--- src/rtl/signal_burst_gate_if.sv ---
// Bundle for signal_burst_gate: divider taps, burst configuration, start/stop
// handshake and the gated output with its status flags.
interface signal_burst_gate_if #(
    parameter int CNT_W = 8
);
    logic [7:0]       tap_in;
    logic [2:0]       tap_sel;
    logic [CNT_W-1:0] burst_len;
    logic [CNT_W-1:0] gap_len;
    logic             cont;
    logic             start;
    logic             stop;
    logic             sig_out;
    logic             busy;
    logic             done;

    modport master (
        output tap_in, tap_sel, burst_len, gap_len, cont, start, stop,
        input  sig_out, busy, done
    );

    modport slave (
        input  tap_in, tap_sel, burst_len, gap_len, cont, start, stop,
        output sig_out, busy, done
    );
endinterface

--- src/rtl/signal_burst_gate.sv ---
// Selects one divider tap and gates it out as bursts of whole periods, one-shot or repeating.
// Define BURST_SYNC_STAGE_EN to add one register stage on tap_in (tap-to-output latency 3).
module signal_burst_gate #(
    parameter int CNT_W = 8
) (
    input logic                clk,
    input logic                reset,
    signal_burst_gate_if.slave bus
);
    localparam logic [1:0] ST_IDLE  = 2'd0;
    localparam logic [1:0] ST_ARM   = 2'd1;
    localparam logic [1:0] ST_BURST = 2'd2;
    localparam logic [1:0] ST_GAP   = 2'd3;

    logic [1:0]       state;
    logic [7:0]       tap_src;
    logic [7:0]       tap_p0;
    logic [7:0]       tap_p1;
    logic [2:0]       sel_l;
    logic [CNT_W-1:0] blen_l;
    logic [CNT_W-1:0] glen_l;
    logic             cont_l;
    logic [CNT_W-1:0] bcnt;
    logic [CNT_W-1:0] gcnt;
    logic             sig_q;
    logic             done_q;
    logic             s;
    logic             s_prev;
    logic             rise;
    logic             fall;
    logic             accept;

    // Compare at CNT_W+1 bits so a length of all-ones still terminates.
    function automatic logic burst_last(input logic [CNT_W-1:0] cnt,
                                        input logic [CNT_W-1:0] len);
        logic [CNT_W:0] next_cnt;
        next_cnt = {1'b0, cnt} + (CNT_W+1)'(1);
        return next_cnt == {1'b0, len};
    endfunction

    function automatic logic [CNT_W-1:0] cnt_inc(input logic [CNT_W-1:0] cnt);
        return cnt + CNT_W'(1);
    endfunction

`ifdef BURST_SYNC_STAGE_EN
    logic [7:0] tap_sync;

    // Extra input stage
    always_ff @(posedge clk) begin
        if (reset) begin
            tap_sync <= '0;
        end else begin
            tap_sync <= bus.tap_in;
        end
    end

    assign tap_src = tap_sync;
`else
    assign tap_src = bus.tap_in;
`endif

    // Stage p0/p1: tap history for edge detection
    always_ff @(posedge clk) begin
        if (reset) begin
            tap_p0 <= '0;
            tap_p1 <= '0;
        end else begin
            tap_p0 <= tap_src;
            tap_p1 <= tap_p0;
        end
    end

    assign s      = tap_p0[sel_l];
    assign s_prev = tap_p1[sel_l];
    assign rise   = s & ~s_prev;
    assign fall   = ~s & s_prev;
    assign accept = bus.start & ~bus.stop & (state == ST_IDLE) & (bus.burst_len != '0);

    always_ff @(posedge clk) begin
        if (reset) begin
            sel_l  <= '0;
            blen_l <= '0;
            glen_l <= '0;
            cont_l <= 1'b0;
        end else if (accept) begin
            sel_l  <= bus.tap_sel;
            blen_l <= bus.burst_len;
            glen_l <= bus.gap_len;
            cont_l <= bus.cont;
        end
    end

    // Output stage: state, counters, registered sig_out and done
    always_ff @(posedge clk) begin
        if (reset || bus.stop) begin
            state  <= ST_IDLE;
            sig_q  <= 1'b0;
            done_q <= 1'b0;
            bcnt   <= '0;
            gcnt   <= '0;
        end else begin
            done_q <= 1'b0;
            case (state)
                ST_IDLE: begin
                    sig_q <= 1'b0;
                    if (bus.start) begin
                        if (bus.burst_len == '0) begin
                            // Guard keeps zero-length requests from producing back-to-back pulses.
                            done_q <= ~done_q;
                        end else begin
                            state <= ST_ARM;
                        end
                    end
                end
                ST_ARM: begin
                    sig_q <= 1'b0;
                    if (rise) begin
                        state <= ST_BURST;
                        sig_q <= 1'b1;
                        bcnt  <= '0;
                    end
                end
                ST_BURST: begin
                    sig_q <= s;
                    if (fall) begin
                        if (burst_last(bcnt, blen_l)) begin
                            done_q <= 1'b1;
                            bcnt   <= '0;
                            gcnt   <= '0;
                            state  <= cont_l ? ST_GAP : ST_IDLE;
                        end else begin
                            bcnt <= cnt_inc(bcnt);
                        end
                    end
                end
                ST_GAP: begin
                    sig_q <= 1'b0;
                    if (rise) begin
                        if (gcnt == glen_l) begin
                            state <= ST_BURST;
                            sig_q <= 1'b1;
                            gcnt  <= '0;
                        end else begin
                            gcnt <= cnt_inc(gcnt);
                        end
                    end
                end
                default: begin
                    state <= ST_IDLE;
                    sig_q <= 1'b0;
                end
            endcase
        end
    end

    assign bus.sig_out = sig_q;
    assign bus.done    = done_q;
    assign bus.busy    = (state != ST_IDLE);
endmodule

--- src/flat_wrapper.sv ---
// flat-port wrapper written by rule: the top's interface ports become plain ports
module signal_burst_gate_flat 
#(
    parameter int CNT_W = 8
)
  (clk, reset, bus_tap_in, bus_tap_sel, bus_burst_len, bus_gap_len, bus_cont, bus_start, bus_stop, bus_sig_out, bus_busy, bus_done);
  signal_burst_gate_if #(.CNT_W(CNT_W)) bus_i ();
  input logic clk;
  input logic reset;
  input wire logic [$bits(bus_i.tap_in)-1:0] bus_tap_in;
  input wire logic [$bits(bus_i.tap_sel)-1:0] bus_tap_sel;
  input wire logic [$bits(bus_i.burst_len)-1:0] bus_burst_len;
  input wire logic [$bits(bus_i.gap_len)-1:0] bus_gap_len;
  input wire logic [$bits(bus_i.cont)-1:0] bus_cont;
  input wire logic [$bits(bus_i.start)-1:0] bus_start;
  input wire logic [$bits(bus_i.stop)-1:0] bus_stop;
  output wire logic [$bits(bus_i.sig_out)-1:0] bus_sig_out;
  output wire logic [$bits(bus_i.busy)-1:0] bus_busy;
  output wire logic [$bits(bus_i.done)-1:0] bus_done;
  assign bus_i.tap_in = bus_tap_in;
  assign bus_i.tap_sel = bus_tap_sel;
  assign bus_i.burst_len = bus_burst_len;
  assign bus_i.gap_len = bus_gap_len;
  assign bus_i.cont = bus_cont;
  assign bus_i.start = bus_start;
  assign bus_i.stop = bus_stop;
  assign bus_sig_out = bus_i.sig_out;
  assign bus_busy = bus_i.busy;
  assign bus_done = bus_i.done;
  signal_burst_gate #(.CNT_W(CNT_W)) u_core (.clk(clk), .reset(reset), .bus(bus_i));
endmodule
--- config.mk ---
export PLATFORM = sky130hd
export DESIGN_NAME = signal_burst_gate_flat
export DESIGN_NICKNAME = d
export VERILOG_FILES = /design/src/rtl/signal_burst_gate_if.sv /design/src/rtl/signal_burst_gate.sv /design/src/flat_wrapper.sv
export SDC_FILE = /design/constraint.sdc
export NUM_CORES = 1
export LEC_CHECK = 0
export CORE_AREA = 2 2 86 88
export CTS_CLUSTER_DIAMETER = 120
export DETAILED_ROUTE_END_ITERATION = 8
export DIE_AREA = 0 0 88 90
export SETUP_SLACK_MARGIN = 0.02
export SYNTH_ARGS = -nofsm -noshare
export SYNTH_HDL_FRONTEND = slang
export SYNTH_SLANG_ARGS = --single-unit
--- constraint.sdc ---
create_clock -name clk -period 5.8 [get_ports clk]
set_input_delay 0.58 -clock clk [delete_from_list [all_inputs] [get_ports clk]]
set_output_delay 0.58 -clock clk [all_outputs]
set_load 0.03 [all_outputs]
# After elaboration in Yosys (flattened, before gate mapping)
# Index checks and enable logic that the tools add are counted.
[totals]
reg_bits = 56
latch_bits = 0
ram_bits = 0
rom_bits = 0
in_bits = 32
out_inout_bits = 3
word_cells = 77
memories = 0
[op_classes]
addsub = 3
mul = 0
n_div = 0
n_lt_le_gt_ge = 1
eq_ne = 12
n_shift = 0
muxes = 31
bitwise = 9
n_reduce_logical = 10
[ops]
columns = ["operator", "count"]
rows = [
  ["two-way mux 8 bit", 7],
  ["case mux 8 bit (2 select lines)", 2],
  ["adder 8 x 1 -> 8 bit, second input constant", 2],
  ["two-way mux 2 bit", 8],
  ["!= test 2 x 1 -> 1 bit, second input constant", 5],
  ["adder 8 x 1 -> 9 bit, second input constant", 1],
  ["== test 9 x 8 -> 1 bit", 1],
  ["two-way mux 1 bit", 9],
  ["== test 8 bit", 1],
  ["zero test 8 bit", 1],
  ["case mux 2 bit (4 select lines)", 1],
  ["nonzero test 8 bit", 1],
  ["AND reduction 7 bit", 1],
  ["binary-select mux 1 bit (select 3 bit)", 2],
  ["nonzero test 2 bit", 3],
  ["AND 1 bit", 5],
  ["== test 2 bit, second input constant", 2],
  ["less-than comparator 3 x 4 -> 1 bit, second input constant", 1],
  ["!= test 2 bit, second input constant", 2],
  ["NOT 1 bit", 4],
  ["case mux 1 bit (4 select lines)", 1],
  ["AND reduction 4 bit", 1],
  ["AND reduction 3 bit", 1],
  ["== test 2 x 1 -> 1 bit, second input constant", 1],
  ["other kinds (3)", 3],
]

# Longest topological paths before layout
# Gate-level depths: netlist (run 1).
[depth]
word_depth = 6
depth_mapped = 8
depth_no_buf = 7

# Least setup slack after synthesis (run 1)
# No wires, ideal clock.
[synth_timing]
path_type = "register -> register"
from = "register u_core.sel_l[0]"
to = "register u_core.bcnt[7]"
setup_ns = 0.074
arrival_ns = 2.026
t_required_ns = 5.726
setup_slack_ns = 3.700
path_stages_with_launch = 9
path_buffers = 2
period_less_slack_ns = 2.100
path_cell_list = "dfxtp_1 -> buf_6 -> mux4_2 -> mux2_4 -> or2_1 -> buf_6 -> o21ai_4 -> nand4_1 -> a31oi_1"
[synth_via]
elab_chain_len = 6
elab_cells_between_ends = 11
cone_classes = "eq/ne: 2; mux: 4; bitwise: 4; reduce/logical: 1"
[synth_rtl]
columns = ["element", "line", "text"]
rows = [
  ["from (decl)", "signal_burst_gate.sv:19", "logic [2:0] sel_l;"],
  ["from (signal assigned)", "signal_burst_gate.sv:86", "sel_l <= bus.tap_sel;"],
  ["binary-select mux 1 bit (select 3 bit), on equally long branches", "signal_burst_gate.sv:74, signal_burst_gate.sv:73", ""],
  ["two-way mux 1 bit, on equally long branches", "signal_burst_gate.sv:74, signal_burst_gate.sv:73", ""],
  ["NOT 1 bit, on equally long branches", "signal_burst_gate.sv:75, signal_burst_gate.sv:76", ""],
  ["AND 1 bit, on equally long branches", "signal_burst_gate.sv:75, signal_burst_gate.sv:76", ""],
  ["!= test 2 x 1 -> 1 bit (no source line)", "n/a", ""],
  ["AND reduction 3 bit (no source line) *", "n/a", ""],
  ["to (signal assigned)", "signal_burst_gate.sv:132", "bcnt <= cnt_inc(bcnt);"],
  ["to (decl)", "signal_burst_gate.sv:23", "logic [CNT_W-1:0] bcnt;"],
]
# Mark *: on every way between the ends. The rest lies on a longest branch, timed or not. The select of a mux whose other input is x is not followed.
# A chain may end at the register's enable or synchronous reset.

# Worst setup path after layout (run 1)
[layout_timing]
from = "register u_core.sel_l[0]"
to = "register u_core.bcnt[5]"
# Same word-level chain as after synthesis.

==> results of run 1 <==
[final cells by class]
type | count | area [um2] | area share, %
inverter | 5 | 18.8 | 0.587
sequential | 56 | 1120 | 35.0
tap | 99 | 124 | 3.87
clock inverter | 3 | 27.5 | 0.860
multi-input combinational | 239 | 1490 | 46.6
clock buffer | 5 | 68.8 | 2.15
timing repair buffer | 35 | 348 | 10.9
[final timing paths]
| check | slack (ns) | cells after the start | end |
|---|---|---|---|
| worst min-delay path | 0.47 | 1 | u_core.tap_p1[2]$_SDFF_PP0_ |
| worst max register to register | 3.25 | 6 | u_core.bcnt[5]$_SDFFE_PP0P_ |
| worst min register to register | 0.47 | 1 | u_core.tap_p1[2]$_SDFF_PP0_ |
| worst max-delay path | 3.25 | 6 | u_core.bcnt[5]$_SDFFE_PP0P_ |
[per-layer routing]
| metal | wire, um | vias up |
|---|---|---|
| li1 | - | 1172 |
| met3 | 221 | 7 |
| met5 | 0 | - |
| met2 | 2840 | 38 |
| met1 | 2840 | 1048 |
| met4 | 79 | 0 |
[critical path: stages (launching register included)]
cell and delay (ns):
dfxtp_1 0.50, mux4_2 0.55, mux2i_1 0.37, or2_1 0.44, o21a_1 0.38, nand2_1 0.09
a31oi_1 0.15
[cell families (layout without fill, tap and decap cells)]
family                   after synthesis  after routing  share of synthesized area (%)
flip-flops                            56             56                           41.2
AO/OA/AOI/OAI                         64             64                           16.4
XOR/XNOR                              17             17                           5.47
multiplexers                           8              8                           5.01
AND/OR/NAND/NOR                      148            148                           27.0
adder cells (fa/ha/maj)                2              2                          0.919
buffers and inverters                 24             48                           4.09
[cell usage after synthesis (all sizes together), types with 4 or more instances]
cell type | count | area [um2]
mux4 | 4 | 90.1
a31oi | 6 | 37.5
inv | 5 | 18.8
o21ai | 7 | 46.3
a211oi | 5 | 42.5
nand4 | 16 | 115
xnor2 | 5 | 43.8
nand3 | 7 | 35.0
a21oi | 28 | 140
nand2 | 65 | 244
nor4 | 4 | 25.0
buf | 8 | 51.3
nor2b | 17 | 106
dfxtp | 56 | 1120
xor2 | 12 | 105
or2 | 5 | 31.3
nor2 | 16 | 60.1
clkbuf | 11 | 41.3
nor3 | 5 | 25.0
[stage by stage]
step           instances  area [um2]  worst slack, ns
2_1_floorplan        319        2720             3.70
3_3_place_gp         434        3100             3.17
3_5_place_dp         434        3100             3.13
4_1_cts              442        3200             3.21
5_1_grt              442        3200             2.97
6_report             442        3200             3.25
[state kept, by name (all words and copies together), names as in the netlist]
| name | cells |
|---|---|
| u_core.tap_p0 | 8 |
| u_core.cont_l | 1 |
| u_core.gcnt | 8 |
| u_core.sel_l | 3 |
| u_core.bcnt | 8 |
| u_core.blen_l | 8 |
| u_core.bus.done | 1 |
| u_core.glen_l | 8 |
| u_core.bus.sig_out | 1 |
| u_core.state | 2 |
| u_core.tap_p1 | 8 |
[power by group through the flow]
stage	combinational, uW	clock [uW]	sequential (uW)
finish	79.9	227	407
detailed placement	80.5	0	416
CTS	80.8	235	407
global placement	79.4	0	415
floorplan	52.6	0	411
global route	88.7	248	409
[cells in the final DEF, fill, tap and decap left out, drive strengths merged, types with 3 or more instances in the layout]
master	n
o21ai	7
nand4	16
dfxtp	56
a21oi	28
xnor2	5
o22ai	3
nor4	4
clkbuf	5
nor3	5
inv	6
clkdlybuf4s50	34
nor2b	17
nand2b	3
or2	5
mux4	4
nor2	16
a211oi	5
nand2	65
nand3	7
xor2	12
a31oi	6
==> flow_metrics.py, run 1 <==
metrics = {
    "outcome": {
        "status": "complete, no violations",
    },
    "worst_setup_path": {
        "crit_start": "u_core.sel_l[0]$_SDFFE_PP0P_",
        "reg2reg_from": "u_core.sel_l[0]$_SDFFE_PP0P_",
        "cp-start-kind": "flip-flop",
        "critical_path_class": "flip-flop to flip-flop",
        "path_max_fanout": 9,
        "arrival_ns": 2.79,
        "required_ns": 6.04,
        "worst_setup_path_end_kind": "flip-flop",
    },
    "timing": {
        "rsz0062_at_grt": "no",
        "min_period_ns": 2.55,
        "fmax_mhz": 392,
        "fin_worst_skew_ns": 0.00677,
        "finalSetupViolCount": 0,
        "worst_slew_pin_slew_ns": 0.960,
        "final_max_slew_viol_count": 0,
        "timing.setup.tns_ns": 0,
        "hold_ws_ns": 0.469,
        "hold_violations": 0,
        "fin_crit_sh_pct": 44.0,
        "slew_headroom_pct": 35.9,
    },
    "placed_design": {
        "port_buffers": 34,
        "gp_congestion": 0.792,
        "place_hpwl_mm": 4.40,
    },
    "power_and_ir_drop": {
        "pwr-share-comb_pct": 11.2,
        "seq_power_share_pct": 57.0,
        "intPower_uw": 526,
        "totalPowerFinal_uw": 713,
        "p_per_area_nw_per_um2": 223,
        "p_sw_uw": 187,
        "p_leak_uw": 0.00108,
        "swShare_pct": 26.2,
        "ir_drop_mv": 0.106,
        "power.share.clock_pct": 31.8,
    },
    "clock_tree": {
        "clk_latency_ns": 0.31,
        "htreeDepth": 2,
        "cts_sinks": 56,
        "cts_resized": 0,
        "numCtsBuffers": 5,
        "clockRootBuffer": "clkbuf_8",
        "cts_hold_buf": 0,
        "cts_tree": "done",
        "postCtsSetupRepairBufs": 0,
        "clkTransAtPathRegs_ns": 0.11,
        "cts_max_path_buffers": 2,
    },
    "synth": {
        "ys_warn_count": 0,
        "synth_edf_count": 0,
        "synth_cell_types": 54,
        "synth-seq-cells": 56,
        "synthFlopType": "dfxtp_1",
        "synth_async_sr_flop_share_pct": 0,
        "ys_seq_area_share_pct": 41.2,
        "synthesis.nets": 353,
        "synth_cells": 319,
        "syn-cell-area_um2": 2720,
        "avgSynthCellArea_um2": 8.54,
    },
    "cells_and_area": {
        "fillerInstances": 681,
        "drive_gt1_share_pct": 6.41,
        "diodes": 0,
        "final_core_util_pct": 45.6,
        "syn_to_final_growth_pct": 17.5,
        "layout.nets": 376,
    },
    "floorplan": {
        "row_count": 31,
        "die_height_um": 90,
        "start_util_pct": 38.8,
        "fp.dieArea_um2": 7920,
        "pin_count": 35,
        "fp.coreArea_um2": 7020,
        "fp.dieW_um": 88,
    },
    "detailed_routing": {
        "drc": 0,
        "route.vias.total": 2265,
        "postRouteAntennaNets": 0,
        "wl_mm": 5.99,
        "wl_per_cell_um": 13.5,
        "firstDrtPassIters": 4,
        "drtIter0Drc": 179,
        "avgViaCountPerCell": 5.12,
    },
    "min_path": {
        "min-delay-start": "u_core.tap_p0[2]$_SDFF_PP0_",
        "hold_path_class": "flip-flop to flip-flop",
    },
    "run": {
        "drv_cap": 0,
    },
    "global_routing": {
        "use_met1_pct": 23.3,
        "grt_max_degree": 39,
        "grt_use_met2_pct": 24.7,
        "grt_pass1_wl_mm": 10.4,
        "grt.overflow.total": 0,
        "grtUsageTotal_pct": 16.2,
        "antenna_found_initial": 0,
        "grt_pass1_vias": 2125,
        "grt_use_met3_pct": 2.48,
        "busiest_layer": "met2",
    },
}
No activity file was read; power rests on OpenSTA's default activity.
==> run 2: changes to the inputs <==
clock period = 2.2 ns   (was 5.8 ns; I/O delays follow)
==> flow_metrics.py, run 2 (same netlist as run 1, synthesis figures left out) <==
metrics = {
    "cells_and_area": {
        "fillerInstances": 668,
        "syn_to_final_growth_pct": 29.5,
        "layout.nets": 401,
        "seqCellArea_um2": 1130,
        "diodes": 0,
        "drive_gt1_share_pct": 17.4,
        "layout_common_cells": "nand2_1, dfxtp_1, clkdlybuf4s50_1",
        "final_area_um2": 3530,
        "mostFrequentLayoutCell": "nand2_1",
        "multiInputGateArea_um2": 1580,
    },
    "clock_tree": {
        "cts_tree": "done",
        "clk_latency_ns": 0.31,
        "clkTransAtPathRegs_ns": 0.10,
        "numCtsBuffers": 5,
        "htreeDepth": 2,
        "cts_max_path_buffers": 2,
        "clockRootBuffer": "clkbuf_8",
        "cts_sinks": 56,
    },
    "power_and_ir_drop": {
        "ir_drop_mv": 0.283,
        "totalPowerFinal_uw": 2100,
        "p_per_area_nw_per_um2": 596,
        "p_leak_uw": 0.00124,
    },
    "timing": {
        "finalSetupViolCount": 0,
        "fin_worst_skew_ns": 0.00713,
        "final_max_slew_viol_count": 0,
        "worst_slew_pin_slew_ns": 0.437,
        "fmax_mhz": 474,
        "rsz0062_at_grt": "yes",
        "hold_ws_ns": 0.446,
        "timing.setup.tns_ns": 0,
        "slew_headroom_pct": 70.9,
        "min_period_ns": 2.11,
        "fin_crit_sh_pct": 96.0,
        "hold_violations": 0,
    },
    "floorplan": {
        "fp.dieW_um": 88,
        "die_height_um": 90,
        "row_count": 31,
        "fp.dieArea_um2": 7920,
        "fp.coreArea_um2": 7020,
        "start_util_pct": 38.8,
        "pin_count": 35,
    },
    "detailed_routing": {
        "avgViaCountPerCell": 5.05,
        "drtIter0Drc": 149,
        "firstDrtPassIters": 4,
        "drc": 0,
        "postRouteAntennaNets": 0,
        "wl_mm": 6.22,
        "wl_per_cell_um": 13.4,
        "route.vias.total": 2354,
    },
    "global_routing": {
        "antenna_found_initial": 0,
        "grt_pass1_wl_mm": 10.1,
        "grtUsageTotal_pct": 15.7,
        "grt_pass1_vias": 2152,
        "grt.overflow.total": 0,
        "grt_max_degree": 37,
    },
    "min_path": {
        "min-delay-start": "bus_tap_sel[0]",
        "hold_path_class": "primary input to flip-flop",
    },
    "worst_setup_path": {
        "cp-start-kind": "flip-flop",
        "reg2reg_from": "u_core.sel_l[0]$_SDFFE_PP0P_",
        "arrival_ns": 2.38,
        "required_ns": 2.47,
        "crit_start": "u_core.sel_l[0]$_SDFFE_PP0P_",
        "path_max_fanout": 4,
        "worst_setup_path_end_kind": "flip-flop",
        "critical_path_class": "flip-flop to flip-flop",
    },
    "run": {
        "drv_cap": 0,
    },
    "placed_design": {
        "port_buffers": 34,
        "gp_congestion": 0.837,
        "place_hpwl_mm": 4.41,
        "placed_area_um2": 3280,
    },
    "outcome": {
        "status": "complete, no violations",
    },
}
-- run 2: worst paths after layout --
kind                                   end  slack, ns  depth (start not counted)
max reg2reg  u_core.bus.sig_out$_SDFF_PP0_       0.09                          7
max          u_core.bus.sig_out$_SDFF_PP0_       0.09                          7
min reg2reg    u_core.tap_p1[7]$_SDFF_PP0_       0.46                          1
min           u_core.sel_l[0]$_SDFFE_PP0P_       0.45                          3
-- run 2: layer usage --
| metal | share of wire [%] | routed length (um) | track usage, % | vias to the layer above |
|---|---|---|---|---|
| met3 | 3.8 | 236 | 3.12 | 7 |
| met5 | 0 | 0 | 0 | - |
| li1 | - | - | - | 1218 |
| met2 | 49 | 3020 | 24.3 | 41 |
| met4 | 1.2 | 74 | 3.46 | 0 |
| met1 | 46 | 2890 | 22.5 | 1088 |
-- run 2: final cells by class --
class                      instances  area share [%]
tap                               99            3.51
clock inverter                     2            1.70
clock buffer                       5            1.95
sequential                        56            32.0
multi-input combinational        239            44.8
timing repair buffer              60            15.6
inverter                           5           0.532
-- run 2: power by group --
part	switching, uW	internal [uW]	total, uW
Clock	334	448	782
Sequential	24.6	1050	1070
Combinational	116	136	252
Total	475	1630	2100
-- run 2: stage by stage --
stage               utilization, %  worst slack (ns)  cells
floorplan                        -            0.0995    319
global placement              46.8            -0.101    458
detailed placement            46.8           -0.0865    458
CTS                           48.8            0.0167    465
global route                  50.3           -0.0277    466
finish                        50.3            0.0885    466
-- run 2: worst max-delay path, cell delays in order (launching register included) --
cell	delay [ns]
dfxtp_2	0.34
buf_6	0.10
mux4_2	0.47
mux2_4	0.28
buf_4	0.16
a21o_1	0.16
a2111oi_2	0.39
buf_4	0.17
-- run 2: what timing repair did --
item | in CTS | in global routing
hold buffers | 0 | 0
gates resized for setup | 6 | 21
buffers inserted | 0 | 1
pin swaps | 2 | 20
endpoints found under the hold margin | 0 | 0
endpoints found under the setup margin | 18 | 20
==> variant (flow settings as in run 2) <==
Add a define of `BURST_SYNC_STAGE_EN`.
--- a/src/rtl/signal_burst_gate.sv
+++ b/src/rtl/signal_burst_gate.sv
@@ -2,2 +2,4 @@
 // Define BURST_SYNC_STAGE_EN to add one register stage on tap_in (tap-to-output latency 3).
+`define BURST_SYNC_STAGE_EN
+
 module signal_burst_gate #(
Behaviour: not the same (Yosys sat finds a counterexample within 4 cycles, from zero or initial values and one cycle with reset high).
==> variant against run 2 <==
Count of clock-buffer cells in the layout up 7. Cell area up 20%. Highest routed layer unchanged. Combinational power barely moved. Maximum frequency rose by 0.51%. Setup slack improved by 0.011 ns. Sequential cell count increased by 8. Global-route usage up 3.2 points. Sequential power grew 13%. Clock power up 51%. Routed wire length grew 14%. Total power increased by 26%. Area after synthesis grew 13%. Hold slack worse by 0.025 ns.
==> variant: results (changes against run 2) <==
.. list-table::
   :header-rows: 1

   * - Metric
     - Value
   * - Result of the run
     - finished clean
   * - Placed instance count
     - 506 (+10%)
   * - Static Leak
     - 1.578 nW (+27%)
   * - Number of buffers inserted during clock tree synthesis
     - 9 (+4)
   * - Minimum setup slack after placement
     - -0.1522 ns (-0.06571 ns)
   * - Vias in the first global route
     - 2598 (+21%)
   * - Layout net count
     - 460 (+15%)
   * - Worst min-delay path endpoint
     - u_core.glen_l[1]
   * - Cells after synthesis
     - 356 (+12%)
   * - Sequential fraction of the synthesis area
     - 41.69% (+0.54 points)
   * - Delay of the slowest cell on the worst path
     - 0.39 ns (-0.08 ns)
   * - Detailed-route via count
     - 2691 (+14%)
   * - Kind of cell adding the most delay to the critical path
     - compound AO/OA/AOI/OAI gates
   * - Startpoint of the worst setup timing path
     - u_core.bcnt[2]
   * - Iteration-0 DRC Markers
     - 85 (-43%)
   * - Cells on worst reg2reg path
     - 8 (+1)
   * - Portion of the clock cycle consumed by the worst path in the final layout
     - 95.49% (-0.49 points)
   * - Post-synthesis mux area share
     - 5.171% (+0.16 points)
   * - Cell with the biggest individual delay on the critical path
     - xnor3_1
   * - Hold path start
     - bus_gap_len[1]
   * - Buffer count from post-CTS setup fixing
     - 7 (+7)
   * - H-tree depth reported by CTS
     - 3 (+1)
   * - Maximum ir drop on the vdd rail
     - 0.0003887 V (+37%)
   * - Post-synth top cells
     - 64 x dfxtp_1, 55 x nand2_1, 28 x nor2b_1
   * - # fillers
     - 638 (-4.5%)
   * - Post-route clock skew
     - 0.006936 ns (-0.0001902 ns)
   * - Sum of routed wire segments on met1
     - 3.237 mm (+12%)
   * - Length of routed met3 wiring
     - 248 um (+5.1%)
   * - Met3 Use GR
     - 3.581% (+0.46 points)
   * - Fraction of met2 tracks used by global routing
     - 29.86% (+5.6 points)
   * - Met2 Wirelength
     - 3.457 mm (+14%)
   * - Leading post-synthesis cells by cell area
     - dfxtp_1 42%, nand2_1 6.7%, nor2b_1 5.7%
   * - Post-synth cell types
     - 57 (+5.6%)
   * - Synthesized-area fraction occupied by ao, oa, aoi and oai cells
     - 15.07% (-1.3 points)
   * - First-pass GRT wire length
     - 11.87 mm (+18%)
   * - Final GP Congestion
     - 0.8507 (+1.7%)
   * - Adder-cell share of the synthesized area
     - 0.8143% (-0.10 points)
   * - Endpoint of the most critical setup path
     - u_core.gcnt[7]
   * - Largest net degree at the start of global routing
     - 45 (+22%)
   * - Insertion delay to the later sink of the worst-skew pair
     - 0.34 ns (+0.03 ns)
   * - Placed wire-length estimate after detailed placement
     - 4.920 mm (+12%)
==> variant: changes by cell type in the layout (fill, tap and decap cells not counted), moves of 5 or more <==
cell	run 2	this run
a31oi_1	6	1
nand4_1	15	10
inv_1	5	12
and3_1	2	8
nand2_1	65	55
nand3_1	6	16
buf_4	22	40
nor2b_1	17	28
clkbuf_8	5	12
dfxtp_1	53	58
==> variant: layout make-up <==
type	instances	area [sq um]	share of cell area [%]
inverters	12	45.04	1.066
flip-flops and latches	64	1296	30.69
repair buffers	80	716.9	16.97
clock inverters	4	75.07	1.777
well taps	99	123.9	2.932
clock buffers	12	165.2	3.910
multi-input cells	259	1802	42.65
==> variant: power groups by stage <==
stage	clock network (mW)	registers [mW]	logic [mW]
2_1_floorplan	0	1.23	0.126
5_1_grt	1.26	1.22	0.276
6_report	1.18	1.21	0.253
3_5_place_dp	0	1.24	0.227
3_3_place_gp	0	1.24	0.224
4_1_cts	1.22	1.21	0.243
